`src/rtl/memory_loader_if.sv`:
```
// memory_loader_if: serial byte-stream handshake and memory write port of the loader.
// The loader connects through the slave modport; whoever feeds the stream
// (receiver, testbench) uses the master modport.
interface memory_loader_if #(
    parameter int NB_DATA    = 32,
    parameter int NB_ADDRESS = 5
);
    logic                  i_start;
    logic [7:0]            i_rx_data;
    logic                  i_rx_valid;
    logic                  o_rx_ready;
    logic [NB_DATA-1:0]    o_w_data;
    logic [NB_ADDRESS-1:0] o_w_addr;
    logic                  o_w_en;
    logic                  o_busy;
    logic                  o_done;
    logic                  o_err;

    modport master (
        output i_start, i_rx_data, i_rx_valid,
        input  o_rx_ready, o_w_data, o_w_addr, o_w_en, o_busy, o_done, o_err
    );

    modport slave (
        input  i_start, i_rx_data, i_rx_valid,
        output o_rx_ready, o_w_data, o_w_addr, o_w_en, o_busy, o_done, o_err
    );
endinterface

```
`src/rtl/memory_loader.sv`:
```
// memory_loader: fills the instruction/data memory from a framed byte stream.
// Frame = one length byte L, then L little-endian words of NB_DATA/8 bytes each.
// Words are written to consecutive addresses starting at 0 through a registered
// write port. A length above N_ADDRESS aborts the load with o_err.
module memory_loader #(
    parameter int NB_DATA    = 32,
    parameter int NB_ADDRESS = 5,
    parameter int N_ADDRESS  = 32
) (
    input  logic            i_clk,
    input  logic            i_rst_n,
    memory_loader_if.slave  bus
);
    localparam int NB_BYTES = NB_DATA / 8;
    localparam int NB_BCNT  = (NB_BYTES > 1) ? $clog2(NB_BYTES) : 1;
    localparam int NB_WCNT  = NB_ADDRESS + 1;
    localparam logic [NB_BCNT-1:0] LAST_BYTE = NB_BCNT'(NB_BYTES - 1);
    localparam logic [8:0]         MAX_LEN   = 9'(N_ADDRESS);

    typedef enum logic [2:0] {IDLE, LEN, DATA, WRITE, DONE, ERR} state_t;

    state_t                state;
    state_t                state_next;
    logic [NB_WCNT-1:0]    word_cnt;
    logic [NB_WCNT-1:0]    len;
    logic [NB_BCNT-1:0]    byte_cnt;
    logic [NB_DATA-1:0]    word_buf;
    logic [NB_DATA-1:0]    word_next;
    logic [NB_DATA-1:0]    w_data;
    logic [NB_ADDRESS-1:0] w_addr;
    logic                  w_en;
    logic                  rx_ready;
    logic                  accept;
    logic                  can_start;
    logic                  len_zero;
    logic                  len_over;
    logic                  last_byte;
    logic                  last_word;

    assign rx_ready  = (state == LEN) || (state == DATA);
    assign accept    = bus.i_rx_valid && rx_ready;
    assign can_start = bus.i_start && ((state == IDLE) || (state == DONE) || (state == ERR));
    assign len_zero  = (bus.i_rx_data == 8'd0);
    assign len_over  = ({1'b0, bus.i_rx_data} > MAX_LEN);
    assign last_byte = (byte_cnt == LAST_BYTE);
    assign last_word = ((word_cnt + NB_WCNT'(1)) == len);

    // Merge the incoming byte into its lane so the full word is available on the last accept
    always_comb begin
        word_next = word_buf;
        word_next[8*byte_cnt +: 8] = bus.i_rx_data;
    end

    // Next-state logic: frame parsing and word/write sequencing
    always_comb begin
        state_next = state;
        case (state)
            IDLE, DONE, ERR: begin
                if (can_start) state_next = LEN;
            end
            LEN: begin
                if (accept) begin
                    if (len_zero)      state_next = DONE;
                    else if (len_over) state_next = ERR;
                    else               state_next = DATA;
                end
            end
            DATA: begin
                if (accept && last_byte) state_next = WRITE;
            end
            WRITE: begin
                state_next = last_word ? DONE : DATA;
            end
            default: state_next = IDLE;
        endcase
    end

    // State register
    always_ff @(posedge i_clk or negedge i_rst_n) begin
        if (!i_rst_n) state <= IDLE;
        else          state <= state_next;
    end

    // Counters, word assembly and the registered write port
    always_ff @(posedge i_clk or negedge i_rst_n) begin
        if (!i_rst_n) begin
            word_cnt <= '0;
            len      <= '0;
            byte_cnt <= '0;
            word_buf <= '0;
            w_data   <= '0;
            w_addr   <= '0;
            w_en     <= 1'b0;
        end else begin
            w_en <= 1'b0;
            case (state)
                IDLE, DONE, ERR: begin
                    if (can_start) begin
                        word_cnt <= '0;
                        len      <= '0;
                        byte_cnt <= '0;
                        w_addr   <= '0;
                    end
                end
                LEN: begin
                    if (accept && !len_zero && !len_over) len <= NB_WCNT'(bus.i_rx_data);
                end
                DATA: begin
                    if (accept) begin
                        word_buf <= word_next;
                        if (last_byte) begin
                            byte_cnt <= '0;
                            w_en     <= 1'b1;
                            w_data   <= word_next;
                            w_addr   <= word_cnt[NB_ADDRESS-1:0];
                        end else begin
                            byte_cnt <= byte_cnt + NB_BCNT'(1);
                        end
                    end
                end
                WRITE: begin
                    word_cnt <= word_cnt + NB_WCNT'(1);
                end
                default: ;
            endcase
        end
    end

    assign bus.o_rx_ready = rx_ready;
    assign bus.o_w_data   = w_data;
    assign bus.o_w_addr   = w_addr;
    assign bus.o_w_en     = w_en;
    assign bus.o_busy     = (state == LEN) || (state == DATA) || (state == WRITE);
    assign bus.o_done     = (state == DONE);
    assign bus.o_err      = (state == ERR);
endmodule

```
`src/flat_wrapper.sv`:
```
// flat-port wrapper written by rule: the top's interface ports become plain ports
module memory_loader_flat 
#(
    parameter int NB_DATA    = 32,
    parameter int NB_ADDRESS = 5,
    parameter int N_ADDRESS  = 32
)
  (i_clk, i_rst_n, bus_i_start, bus_i_rx_data, bus_i_rx_valid, bus_o_rx_ready, bus_o_w_data, bus_o_w_addr, bus_o_w_en, bus_o_busy, bus_o_done, bus_o_err);
  memory_loader_if #(.NB_DATA(NB_DATA), .NB_ADDRESS(NB_ADDRESS)) bus_i ();
  input  logic i_clk;
  input  logic i_rst_n;
  input wire logic [$bits(bus_i.i_start)-1:0] bus_i_start;
  input wire logic [$bits(bus_i.i_rx_data)-1:0] bus_i_rx_data;
  input wire logic [$bits(bus_i.i_rx_valid)-1:0] bus_i_rx_valid;
  output wire logic [$bits(bus_i.o_rx_ready)-1:0] bus_o_rx_ready;
  output wire logic [$bits(bus_i.o_w_data)-1:0] bus_o_w_data;
  output wire logic [$bits(bus_i.o_w_addr)-1:0] bus_o_w_addr;
  output wire logic [$bits(bus_i.o_w_en)-1:0] bus_o_w_en;
  output wire logic [$bits(bus_i.o_busy)-1:0] bus_o_busy;
  output wire logic [$bits(bus_i.o_done)-1:0] bus_o_done;
  output wire logic [$bits(bus_i.o_err)-1:0] bus_o_err;
  assign bus_i.i_start = bus_i_start;
  assign bus_i.i_rx_data = bus_i_rx_data;
  assign bus_i.i_rx_valid = bus_i_rx_valid;
  assign bus_o_rx_ready = bus_i.o_rx_ready;
  assign bus_o_w_data = bus_i.o_w_data;
  assign bus_o_w_addr = bus_i.o_w_addr;
  assign bus_o_w_en = bus_i.o_w_en;
  assign bus_o_busy = bus_i.o_busy;
  assign bus_o_done = bus_i.o_done;
  assign bus_o_err = bus_i.o_err;
  memory_loader #(.NB_DATA(NB_DATA), .NB_ADDRESS(NB_ADDRESS), .N_ADDRESS(N_ADDRESS)) u_core (.i_clk(i_clk), .i_rst_n(i_rst_n), .bus(bus_i));
endmodule
```
`config.mk`:
```
export PLATFORM = sky130hd
export DESIGN_NAME = memory_loader_flat
export DESIGN_NICKNAME = d
export VERILOG_FILES = /design/src/rtl/memory_loader_if.sv /design/src/rtl/memory_loader.sv /design/src/flat_wrapper.sv
export SDC_FILE = /design/constraint.sdc
export NUM_CORES = 1
export LEC_CHECK = 0
export CORE_ASPECT_RATIO = 1.2
export CORE_MARGIN = 2
export CORE_UTILIZATION = 55
export DETAILED_ROUTE_END_ITERATION = 10
export GPL_TIMING_DRIVEN = 0
export HOLD_SLACK_MARGIN = 0.06
export PLACE_DENSITY = 0.89
export SLEW_MARGIN = 20
export SYNTH_ARGS = -nofsm -noshare
export SYNTH_HDL_FRONTEND = slang
export SYNTH_SLANG_ARGS = --single-unit
```
`constraint.sdc`:
```
create_clock -name i_clk -period 2.9 [get_ports i_clk]
set_input_delay 0.87 -clock i_clk [delete_from_list [all_inputs] [get_ports i_clk]]
set_output_delay 0.87 -clock i_clk [all_outputs]
set_load 0.02 [all_outputs]
```
* After elaboration in Yosys (flattened, before gate mapping)
Index checks and enable logic that the tools add are counted.
** Operators by class
- Add/sub/neg operators :: 3
- $lt $le $gt $ge :: 1
- Equality and inequality tests :: 13
- Shift operators :: 2
- Multiplexer cells :: 23
- Reductions and logical operators :: 24
** Operators with widths (number)
- negator 5 -> 34 bit :: 1
- variable shift 8 x 34 -> 32 bit (first input constant) :: 1
- variable part select 8 x 34 -> 32 bit :: 1
- bitwise mux 32 bit :: 1
- case mux 6 bit (2 select lines) :: 2
- two-way mux 3 bit :: 6
- two-way mux 5 bit :: 3
- two-way mux 6 bit :: 2
- case mux 3 bit (4 select lines) :: 1
- AND reduction 3 bit :: 4
- case mux 5 bit (2 select lines) :: 1
- > comparator 8 x 6 -> 1 bit (second input constant) :: 1
- logical NOT 8 bit :: 1
- inequality test 2 x 1 -> 1 bit (second input constant) :: 4
- adder 6 x 1 -> 6 bit (second input constant) :: 1
- == test 3 x 2 -> 1 bit (second input constant) :: 2
- == test 3 bit (second input constant) :: 2
- == test 6 bit :: 1
- two-way mux 2 bit :: 3
- nonzero test 2 bit :: 3
- logical AND 1 bit :: 5
- logical OR 1 bit :: 4
- inequality test 2 bit (second input constant) :: 2
- case mux 2 bit (2 select lines) :: 1
- 9 further kinds :: 13
** Word-level totals
- Bits in registers :: 87
- Input port bits :: 12
- Output and inout port bits :: 42
- Logic and storage cells :: 74

* Logic depth before layout (Yosys ltp)
Gate-level depths: netlist of run 1.
- Depth in word-level cells :: 7
- Depth in mapped cells :: 8
- Mapped depth without buffers :: 6

* Worst setup path after synthesis of run 1
No wires, ideal clock.
- Kind :: input to register
- Start :: input port bus_i_rx_data[3]
- End :: register u_core.len[1]
- Setup time :: 0.121 ns
- Arrival time :: 2.529 ns
- Data required time :: 2.779 ns
- Setup slack :: 0.250 ns
- Stages :: 6
- Buffers on the path :: 1
- Cell sequence :: buf_2 -> or4_4 -> o21a_1 -> or3_1 -> a21o_1 -> a22o_1
** Between the ends
- Word-level cells in the longest chain between the ends :: 6
- Elaborated cells on any way between the ends :: 8
- Classes of those cells :: order compare: 1; eq/ne: 1; reduce/logical: 6
** Ends and longest elaborated chain
- start: declaration :: line flat_wrapper.sv:13 : input wire logic [$bits(bus_i.i_rx_data)-1:0] bus_i_rx_data;
- parallel branches: the longest is 3 deep, another holds > comparator 8 x 6 -> 1 bit
- logical AND 1 bit * :: line memory_loader.sv:106 : if (accept && !len_zero && !len_over) len <= NB_WCNT'(bus.i_rx_data);
- inequality test 2 bit (no source line) *
- AND reduction 3 bit (no source line) *
- end signal: assignment :: line memory_loader.sv:106
- end: declaration :: line memory_loader.sv:25 : logic [NB_WCNT-1:0] len;
Every way passes the cells marked *.
A chain may end at the register's enable or synchronous reset.

* Worst setup path in the final report of run 1
- Start :: register u_core.state[1]
- End :: output port bus_o_rx_ready
** Between the ends
- Word-level cells in the longest chain between the ends :: 2
- Elaborated cells on any way between the ends :: 3
- Classes of those cells :: eq/ne: 2; reduce/logical: 1
** Ends and longest elaborated chain
- start: declaration :: line memory_loader.sv:22 : state_t state;
- start signal: assignment :: line memory_loader.sv:81 : else state <= state_next;
- == test 3 x 1 -> 1 bit or == test 3 x 2 -> 1 bit (tied branches) :: line memory_loader.sv:40 : assign rx_ready = (state == LEN) || (state == DATA);
- logical OR 1 bit * :: line memory_loader.sv:40
- end: declaration :: line flat_wrapper.sv:15 : output wire logic [$bits(bus_i.o_rx_ready)-1:0] bus_o_rx_ready;
Mark *: on every way between the ends. The rest lies on a longest branch, timed or not.

==> results.py, run 1 <==
metrics = {
    "sta": {
        "whs_ps": 433,
        "finalHoldViolCount": 0,
        "tightest_slew_ps": 924,
        "fmax_ghz": 0.361,
        "finalCritPeriodShare_pct": 95.6,
        "skew_ps": 8.51,
        "relSlewSlack_pct": 37.9,
        "drv_slew": 0,
        "setup_tns_ps": 0,
        "final-setup-viol-count": 0,
        "post-route-min-period_ps": 2770,
        "rsz0062_at_grt": "false",
    },
    "clock_tree": {
        "clk_pin_slew_ps": 90,
        "cts_buffers": 9,
        "htreeDepth": 3,
        "worstSkewPairLatency_ps": 360,
        "cts_hold_buf": 0,
        "cts_tree": "yes",
        "root_buffer": "clkbuf_8",
        "clock_sinks": 87,
        "clock_path_buffers": 2,
    },
    "layout": {
        "final_cell_count_no_fill": 561,
        "nets": 487,
        "mostFrequentLayoutCells": "dfrtp_1 (86), a21oi_1 (70), clkdlybuf4s50_1 (48)",
        "final_common_cell": "dfrtp_1",
        "diodes": 0,
        "drive_gt1_share_pct": 5.52,
        "syn2layout_area_growth_pct": 20.3,
        "fin_util_pct": 67.9,
    },
    "floorplan": {
        "dieArea_sq_mm": 0.00809,
        "die_height_um": 98.1,
        "dieWidth_um": 82.4,
        "pin_count": 54,
        "initial_utilization_pct": 56.5,
        "row_count": 34,
        "core_area_sq_mm": 0.00719,
    },
    "synth": {
        "synth_warnings": 0,
        "synth_top_area_cell": "dfrtp_1",
        "ys_seq_elements": 87,
        "synth_fp_nets": 428,
        "ys.flop_type": "dfrtp_1",
        "async_flop_share_pct": 100,
        "synth.area.top_cells": "dfrtp_1 (54%), a22o_1 (8.8%), a21oi_1 (8.6%)",
        "yosysUniqueCellTypes": 38,
        "syn_inst": 409,
        "synth_edf_count": 0,
        "synth_top_cell_area_share_pct": 53.6,
        "yosysSeqAreaShare_pct": 53.6,
        "avgSynthCellArea_sq_um": 9.93,
        "syn_area_sq_mm": 0.00406,
    },
    "worst_setup_path": {
        "reg2reg_depth": 6,
        "cpPeakStageDelay_ps": 620,
        "end_kind": "primary output",
        "crit_type": "reg -> out",
        "critPathSlowestCell": "clkdlybuf4s50_1",
        "startpoint": "u_core.state[1]$_DFFE_PN0P_",
        "critPathMaxFanout": 10,
        "arrival_ps": 1900,
        "cp_cell_sequence": "clkbuf_2 > xnor2_1 > nor2_1 > clkdlybuf4s50_1",
        "critical_path_required_ps": 2030,
        "reg2reg_from": "u_core.byte_cnt[0]$_DFFE_PN0P_",
        "start_kind": "register",
    },
    "grt": {
        "grt_max_degree": 59,
        "track_usage_pct": 25.9,
        "grt_overflow": 0,
        "grt_pass1_wl_um": 16000,
        "antenna_found_initial": 0,
        "grt_pass1_vias": 3325,
    },
    "outcome": {
        "status": "finished, final reports clean",
    },
    "power_and_ir_drop": {
        "fin_total_pwr_mw": 3.09,
        "p_per_area_mw_per_mm2": 632,
        "leakagePower_nw": 2.20,
        "irDropWorstVdd_v": 0.000340,
    },
    "route": {
        "wirelength_um": 9860,
        "drt_iter0_drc": 363,
        "via_per_inst": 6.00,
        "drc": 0,
        "wl_per_cell_um": 17.6,
        "first_pass_iters": 5,
        "via_count": 3367,
        "antenna_left": 0,
    },
    "flow_run": {
        "cap_violations": 0,
    },
    "placed_design": {
        "dp_hpwl_um": 6530,
        "dp_cells": 549,
        "gp_congestion": 0.849,
        "port_buffers": 49,
    },
    "worst_hold_path": {
        "hp-class": "in -> async",
    },
}
==> critical path: cells and delay by family (launching register included) <==
kind,cells,cell delay (ps)
DFF,1,470
and+or+nand+nor,1,90
buffers and inverters,2,820
xor gates and xnor gates,1,150
==> per-stage QoR <==
stage,worst slack (ps),cell area (sq um)
floorplan,250,4060
global placement,-1990,4660
detailed placement,-110,4690
CTS,34.8,4890
global route,29.9,4880
finish,129,4880
==> routing by layer <==
layer  wire length, um  global-route usage [%]  up-vias  share of wire, %
met5                 0                       0        -                 0
met4               297                    11.9        0               3.0
met3               523                    5.73       24               5.3
met2              5070                    40.9      132                51
met1              3970                    33.6     1661                40
li1                  -                       -     1550                 -
==> logic make-up (layout without fill, tap and decap cells) <==
logic type | Yosys count | in the layout | share of synthesized area (%)
DFF | 87 | 87 | 53.6
xor gates and xnor gates | 9 | 9 | 1.94
buffers and inverters | 34 | 96 | 3.48
and+or+nand+nor | 135 | 135 | 16.8
adders and majority gates | 7 | 7 | 2.16
muxes | 2 | 2 | 0.493
AOI/OAI and AO/OA | 135 | 135 | 21.5
==> area by class of cell <==
type	count	area, sq um
Fill cell	547	2300
Sequential cell	87	2180
Multi-Input combinational cell	288	1740
Timing Repair Buffer	50	515
Clock buffer	10	128
Buffer	29	125
Tap cell	90	113
Clock inverter	4	72.6
Inverter	3	11.3
==> synthesized netlist by cell type, drive strengths merged, types with 2 or more instances <==
| cell | n |
|---|---|
| nand3 | 4 |
| o21ai | 11 |
| clkbuf | 21 |
| o21a | 3 |
| a21o | 2 |
| nor3 | 5 |
| dfrtp | 87 |
| a21oi | 70 |
| buf | 10 |
| xnor2 | 5 |
| nor4bb | 2 |
| xor2 | 4 |
| and2 | 3 |
| nor2 | 46 |
| inv | 3 |
| mux2i | 2 |
| nand2 | 26 |
| a22o | 41 |
| nor2b | 36 |
| nor3b | 4 |
| ha | 7 |
| and3 | 4 |
==> worst paths after layout <==
check	endpoint	slack, ps
setup / recovery	bus_o_rx_ready	130
max in group asynchronous	u_core.bus.o_w_data[30]$_DFFE_PN0P_	1840
hold reg to reg	u_core.bus.o_w_addr[3]$_DFFE_PN0P_	480
setup reg to reg	u_core.word_buf[29]$_DFFE_PN0P_	230
hold / removal	u_core.state[2]$_DFFE_PN0P_	430
min in group i_clk	u_core.bus.o_w_addr[3]$_DFFE_PN0P_	480
==> power by group <==
group	total (mW)	internal (mW)	switching (mW)
Sequential	1.42	1.32	0.103
Combinational	0.768	0.325	0.443
Clock	0.899	0.475	0.424
Total	3.09	2.12	0.970
==> sequential cells by signal, indices dropped and copies added, names as in the netlist <==
signal               cells
u_core.bus.o_w_en        1
u_core.byte_cnt          2
u_core.word_cnt          6
u_core.word_buf         32
u_core.bus.o_w_data     32
u_core.bus.o_w_addr      5
u_core.state             3
u_core.len               6
==> repair_timing <==
item / in CTS / in global routing
setup buffers: 0 / 0
pin swaps: 0 / 0
gates resized for setup: 1 / 2
setup endpoints to repair: 2 / 3
Note: power is estimated with default switching activity, not from simulation.
==> run 2, diff against run 1 <==
- SLEW_MARGIN: 20 -> default
==> results of run 2 <==
The final DEF is identical to that of run 1; final timing and power are the same.
